$ cat config.mk
export PLATFORM = sky130hd
export DESIGN_NAME = req_encoder_8_3
export DESIGN_NICKNAME = d
export VERILOG_FILES = /design/src/rtl/req_encoder_pkg.sv /design/src/rtl/req_encoder_8_3_prio_enc8.sv /design/src/rtl/req_encoder_8_3.sv
export SDC_FILE = /design/constraint.sdc
export NUM_CORES = 1
export LEC_CHECK = 0
export CAP_MARGIN = 10
export CORE_UTILIZATION = 46
export DETAILED_ROUTE_END_ITERATION = 10
export PLACE_DENSITY = 0.81
export SLEW_MARGIN = 25
export SYNTH_ARGS = -nofsm -noshare
export SYNTH_HDL_FRONTEND = slang
export SYNTH_SLANG_ARGS = --single-unit
$ cat constraint.sdc
create_clock -name clk -period 3.5 [get_ports clk]
set_clock_uncertainty 0.2 [all_clocks]
set_input_delay 0.7 -clock clk [delete_from_list [all_inputs] [get_ports clk]]
set_output_delay 0.7 -clock clk [all_outputs]
set_load 0.1 [all_outputs]
$ cat src/rtl/req_encoder_pkg.sv
// Shared types and helpers for the 8-to-3 request encoder.
package req_encoder_pkg;

  localparam int unsigned N     = 8;
  localparam int unsigned IDX_W = 3;

  typedef enum logic [0:0] {
    IDLE = 1'b0,
    HOLD = 1'b1
  } state_e;

  // Expand an index into a one-hot line mask (used to clear the granted bit).
  function automatic logic [N-1:0] onehot_from_idx(input logic [IDX_W-1:0] idx);
    logic [N-1:0] oh;
    oh      = '0;
    oh[idx] = 1'b1;
    return oh;
  endfunction

endpackage

$ cat src/rtl/req_encoder_8_3_prio_enc8.sv
// Combinational descending priority search over 8 lines, starting at start_i
// and wrapping from 0 back to 7.
module prio_enc8
  import req_encoder_pkg::*;
(
  input  logic [N-1:0]     vec_i,
  input  logic [IDX_W-1:0] start_i,
  output logic             found_o,
  output logic [IDX_W-1:0] idx_o
);

  logic [IDX_W-1:0] cand;

  // First set bit at start_i, start_i-1, ... modulo 8 wins.
  always_comb begin
    found_o = 1'b0;
    idx_o   = '0;
    cand    = '0;
    for (int unsigned i = 0; i < N; i++) begin
      cand = IDX_W'(start_i - IDX_W'(i));
      if (!found_o && vec_i[cand]) begin
        found_o = 1'b1;
        idx_o   = cand;
      end
    end
  end

endmodule

$ cat src/rtl/req_encoder_8_3.sv
// Sequential 8-to-3 request encoder: sticky pending capture, priority grant
// on a valid/ready output, pending bit cleared on handshake.
// Optional build macro REQ_ENCODER_ROUND_ROBIN_EN switches selection from
// fixed highest-index priority to a rotating round-robin pointer.
module req_encoder_8_3 #(
  parameter int unsigned N     = 8,
  parameter int unsigned IDX_W = 3
) (
  input  logic             clk,
  input  logic             rst,
  input  logic             en,
  input  logic [N-1:0]     req,
  output logic             out_valid,
  input  logic             out_ready,
  output logic [IDX_W-1:0] out_idx,
  output logic [N-1:0]     pending,
  output logic             any_pending,
  output logic             coalesced
);

  import req_encoder_pkg::*;

  // Only the 8-line configuration is supported in this revision.
  if (N != req_encoder_pkg::N || IDX_W != $clog2(N)) begin : g_bad_param
    $error("req_encoder_8_3 supports only N=8, IDX_W=3");
  end

  state_e           state_q, state_d;
  logic [N-1:0]     pending_q, pending_d;
  logic [IDX_W-1:0] out_idx_q, out_idx_d;
  logic             out_valid_q, out_valid_d;
  logic             coalesced_q, coalesced_d;
  logic             any_pending_q, any_pending_d;

  logic             hs_c;
  logic [N-1:0]     clr_c;
  logic [N-1:0]     cap_c;
  logic [IDX_W-1:0] start_c;
  logic             sel_found_c;
  logic [IDX_W-1:0] sel_idx_c;

  assign hs_c  = out_valid_q & out_ready;
  assign clr_c = hs_c ? onehot_from_idx(out_idx_q) : '0;
  assign cap_c = req & {N{en}};

`ifdef REQ_ENCODER_ROUND_ROBIN_EN
  logic [IDX_W-1:0] rr_ptr_q, rr_ptr_d;

  // Pointer moves just below the line granted on each handshake.
  always_comb begin
    rr_ptr_d = rr_ptr_q;
    if (hs_c) begin
      rr_ptr_d = IDX_W'(out_idx_q - IDX_W'(1));
    end
  end

  // Round-robin pointer register.
  always_ff @(posedge clk) begin
    if (rst) begin
      rr_ptr_q <= IDX_W'(N - 1);
    end else begin
      rr_ptr_q <= rr_ptr_d;
    end
  end

  assign start_c = rr_ptr_q;
`else
  assign start_c = IDX_W'(N - 1);
`endif

  prio_enc8 u_prio (
    .vec_i   (pending_q),
    .start_i (start_c),
    .found_o (sel_found_c),
    .idx_o   (sel_idx_c)
  );

  // Sticky capture: new requests win over the handshake clear.
  always_comb begin
    pending_d     = (pending_q & ~clr_c) | cap_c;
    any_pending_d = |pending_d;
    coalesced_d   = coalesced_q | (|(cap_c & pending_q & ~clr_c));
  end

  // Grant FSM: pick from registered pending in IDLE, hold until accepted.
  always_comb begin
    state_d     = state_q;
    out_idx_d   = out_idx_q;
    out_valid_d = out_valid_q;
    unique case (state_q)
      IDLE: begin
        out_valid_d = 1'b0;
        if (sel_found_c) begin
          out_idx_d   = sel_idx_c;
          out_valid_d = 1'b1;
          state_d     = HOLD;
        end
      end
      HOLD: begin
        out_valid_d = 1'b1;
        if (hs_c) begin
          out_valid_d = 1'b0;
          state_d     = IDLE;
        end
      end
      default: begin
        out_valid_d = 1'b0;
        state_d     = IDLE;
      end
    endcase
  end

  // State and output registers with synchronous reset.
  always_ff @(posedge clk) begin
    if (rst) begin
      state_q       <= IDLE;
      pending_q     <= '0;
      out_idx_q     <= '0;
      out_valid_q   <= 1'b0;
      coalesced_q   <= 1'b0;
      any_pending_q <= 1'b0;
    end else begin
      state_q       <= state_d;
      pending_q     <= pending_d;
      out_idx_q     <= out_idx_d;
      out_valid_q   <= out_valid_d;
      coalesced_q   <= coalesced_d;
      any_pending_q <= any_pending_d;
    end
  end

  assign out_valid   = out_valid_q;
  assign out_idx     = out_idx_q;
  assign pending     = pending_q;
  assign any_pending = any_pending_q;
  assign coalesced   = coalesced_q;

endmodule

==> summary.txt <==
Utilization after layout -> 66.5%
# DRC -> 1
Final instance area -> 1000 µm²
Warnings from Yosys -> 0
CTS tree -> done
Placed cell count -> 125
Io pins -> 26
Crit path from -> out_ready
Seq cells post-synth -> 14
Cells along the critical path -> clkdlybuf4s50_1, nand3_1, o311a_1, o41ai_1, a31oi_1
Max-Cap Viols -> 0
Worst skew pair latency -> 0.28 ns
Hold depth -> 2
Share of layout cells above drive strength 1 -> 21.2%
Inserted Diodes -> 0
Die Y -> 42.3 µm
Clock Tree Buf Depth -> 2
PD cells -> 542 nW/µm²
Syn nets -> 100
Total CTS buffers -> 3
Row cnt -> 14
Worst-path maximum fanout -> 6
First-pass GRT wire length -> 3.23 mm
Largest net degree at the start of global routing -> 15
Setup TNS -> 0 ns
Most frequent cells in the layout -> dfxtp_1, buf_4, nand2_1, a21oi_1, clkdlybuf4s50_1
Slew HR -> 62.7%
Worst r2r path cells -> 4
Post-synthesis mux area share -> 0%
Critical path class -> in2reg
Gate Count Post-Synth -> 88
CP startpoint kind -> primary input
Simple-Gate Fraction of Synth Area -> 25.1%
Dpl cell area -> 966 µm²
Vias in the first global route -> 692
Main combinational cell family by area after synthesis -> compound AO/OA/AOI/OAI gates
Initial Util -> 49.6%
Synth Area in Adders -> 0%
Post-CTS setup buffers -> 0
RSZ-0062 raised after global routing -> false
Clk slew on worst S/H paths -> 0.09 ns
H-tree depth -> 1
Die area -> 1790 µm²
Final Slew Violations -> 0
CP max stage delay -> 0.52 ns
Post-synthesis cell type count -> 39
Main synth FF type -> dfxtp_1
Routed length per placed instance -> 16.3 µm
Worst Hold End -> out_idx[1]
All-layer global routing usage -> 23.9%
Chip width -> 42.3 µm
Cell family with the largest share of critical-path delay -> compound AO/OA/AOI/OAI gates
Routed Antenna Nets -> 0
Worst EP arrival -> 2.25 ns
Initial drt markers -> 50
GP Congestion -> 0.872
Worst Hold Launch -> out_idx[1]
Reg2Reg Setup Slack -> 1.58 ns
CP max-delay cell -> clkdlybuf4s50_1
CTS sink count -> 14
Post-synthesis xor/xnor area fraction -> 0%
Synthesized cell area -> 747 µm²
Post-Layout Cell Count -> 129
Critical path capture point type -> flop
P&R area growth vs syn -> 34.2%
Number of flops mapped to enable cells by yosys -> 0
Drt total wl -> 2.10 mm
P_leak -> 0.406 nW
Post-layout nets -> 126
WP data required -> 3.45 ns
Reg2reg start -> pending[7]
Worst-margin pin slew -> 0.557 ns
Final-report hold violation count -> 0
FFs w/ async S/R, synth -> 0%
Fmax -> 435 MHz
Antenna violations before repair -> 0
Average cell area after synthesis -> 8.49 µm²
Period utilization -> 65.6%
Tmin final -> 2.30 ns
Seq/Total Area, Yosys -> 37.5%
Failing checks -> DRC
Hpwl dp -> 1.54 mm
Count of final setup violators -> 0
I/O Buffers -> 25
Via count -> 809
CORE AREA -> 1510 µm²
Peak supply drop -> 0.306 mV
Reg2Reg Capture Point -> out_idx[0]
Post-CTS Resized -> 0
Root buf cell -> clkbuf_4
Hold_ws -> 0.309 ns
Status -> complete, but fails checks
Hold_buf cts -> 0
Crit path buf inv count -> 1
Via density -> 6.27
Synth Area in Compound Gates -> 34.2%
1st-pass router iterations -> 7
Gr ovfl total -> 0
Hold Crit Class -> reg2reg
## kinds of logic (layout without fill, tap and decap cells)
family,count (synthesis),after routing
AO/OA/AOI/OAI,33,33
AND/OR/NAND/NOR,35,35
buffers and inverters,6,31
flip-flops,14,14
## power breakdown
part / switching [mW] / internal (mW)
Combinational: 0.159 / 0.0644
Sequential: 0.0268 / 0.175
Clock: 0.0550 / 0.0632
Total: 0.241 / 0.303
## through the flow
step,total power [mW],worst slack (ns)
after floorplan,0.373,1.07
after detailed placement,0.427,0.927
final,0.544,1.20
after CTS,0.544,1.23
after global routing,0.564,1.11
after global placement,0.427,0.983
## how the worst max path moves through the flow
stage                      to  slack [ns]  cells past startpoint
floorplan           coalesced        1.07                      4
global placement    coalesced        0.98                      5
detailed placement  coalesced        0.93                      5
CTS                 coalesced        1.23                      5
global route        coalesced        1.11                      5
finish              coalesced        1.20                      5
## cell type report
cell class	count	area (µm²)
flip-flops and latches	14	280
multi-input cells	68	443
repair buffers	25	215
fillers	141	504
well taps	16	20.0
clock buffers	4	36.3
inverters	2	7.51
## Yosys cell counts (all sizes together), types with 2 or more instances
master,instances,area share (%)
nor2,6,3.0
nand2b,3,2.5
inv,2,1.0
nor3,3,2.7
o41ai,2,4.9
dfxtp,14,38
o21ai,3,2.0
a22oi,2,2.0
a21oi,11,7.4
nand3,2,1.3
nand2,11,5.5
clkbuf,3,1.5
o211a,2,2.7
## worst min-delay path, stage by stage (launching register included)
cell and delay [ns]:
dfxtp_1 0.35, nand2_1 0.06, a21oi_1 0.05
## registers in the layout, summed over array words and instances, names as in the netlist
signal / cells
coalesced: 1
out_idx: 3
any_pending: 1
out_valid: 1
pending: 8
## layer usage
metal / share of wire [%] / vias to the layer above / global-route usage, % / wire [µm]
li1: - / 383 / - / -
met2: 47 / 45 / 36.3 / 988
met4: 2.1 / 0 / 10.6 / 44
met3: 6.8 / 6 / 4.31 / 142
met1: 44 / 375 / 32.8 / 927
met5: 0 / - / 0 / 0
No activity file was read; power rests on OpenSTA's default activity.
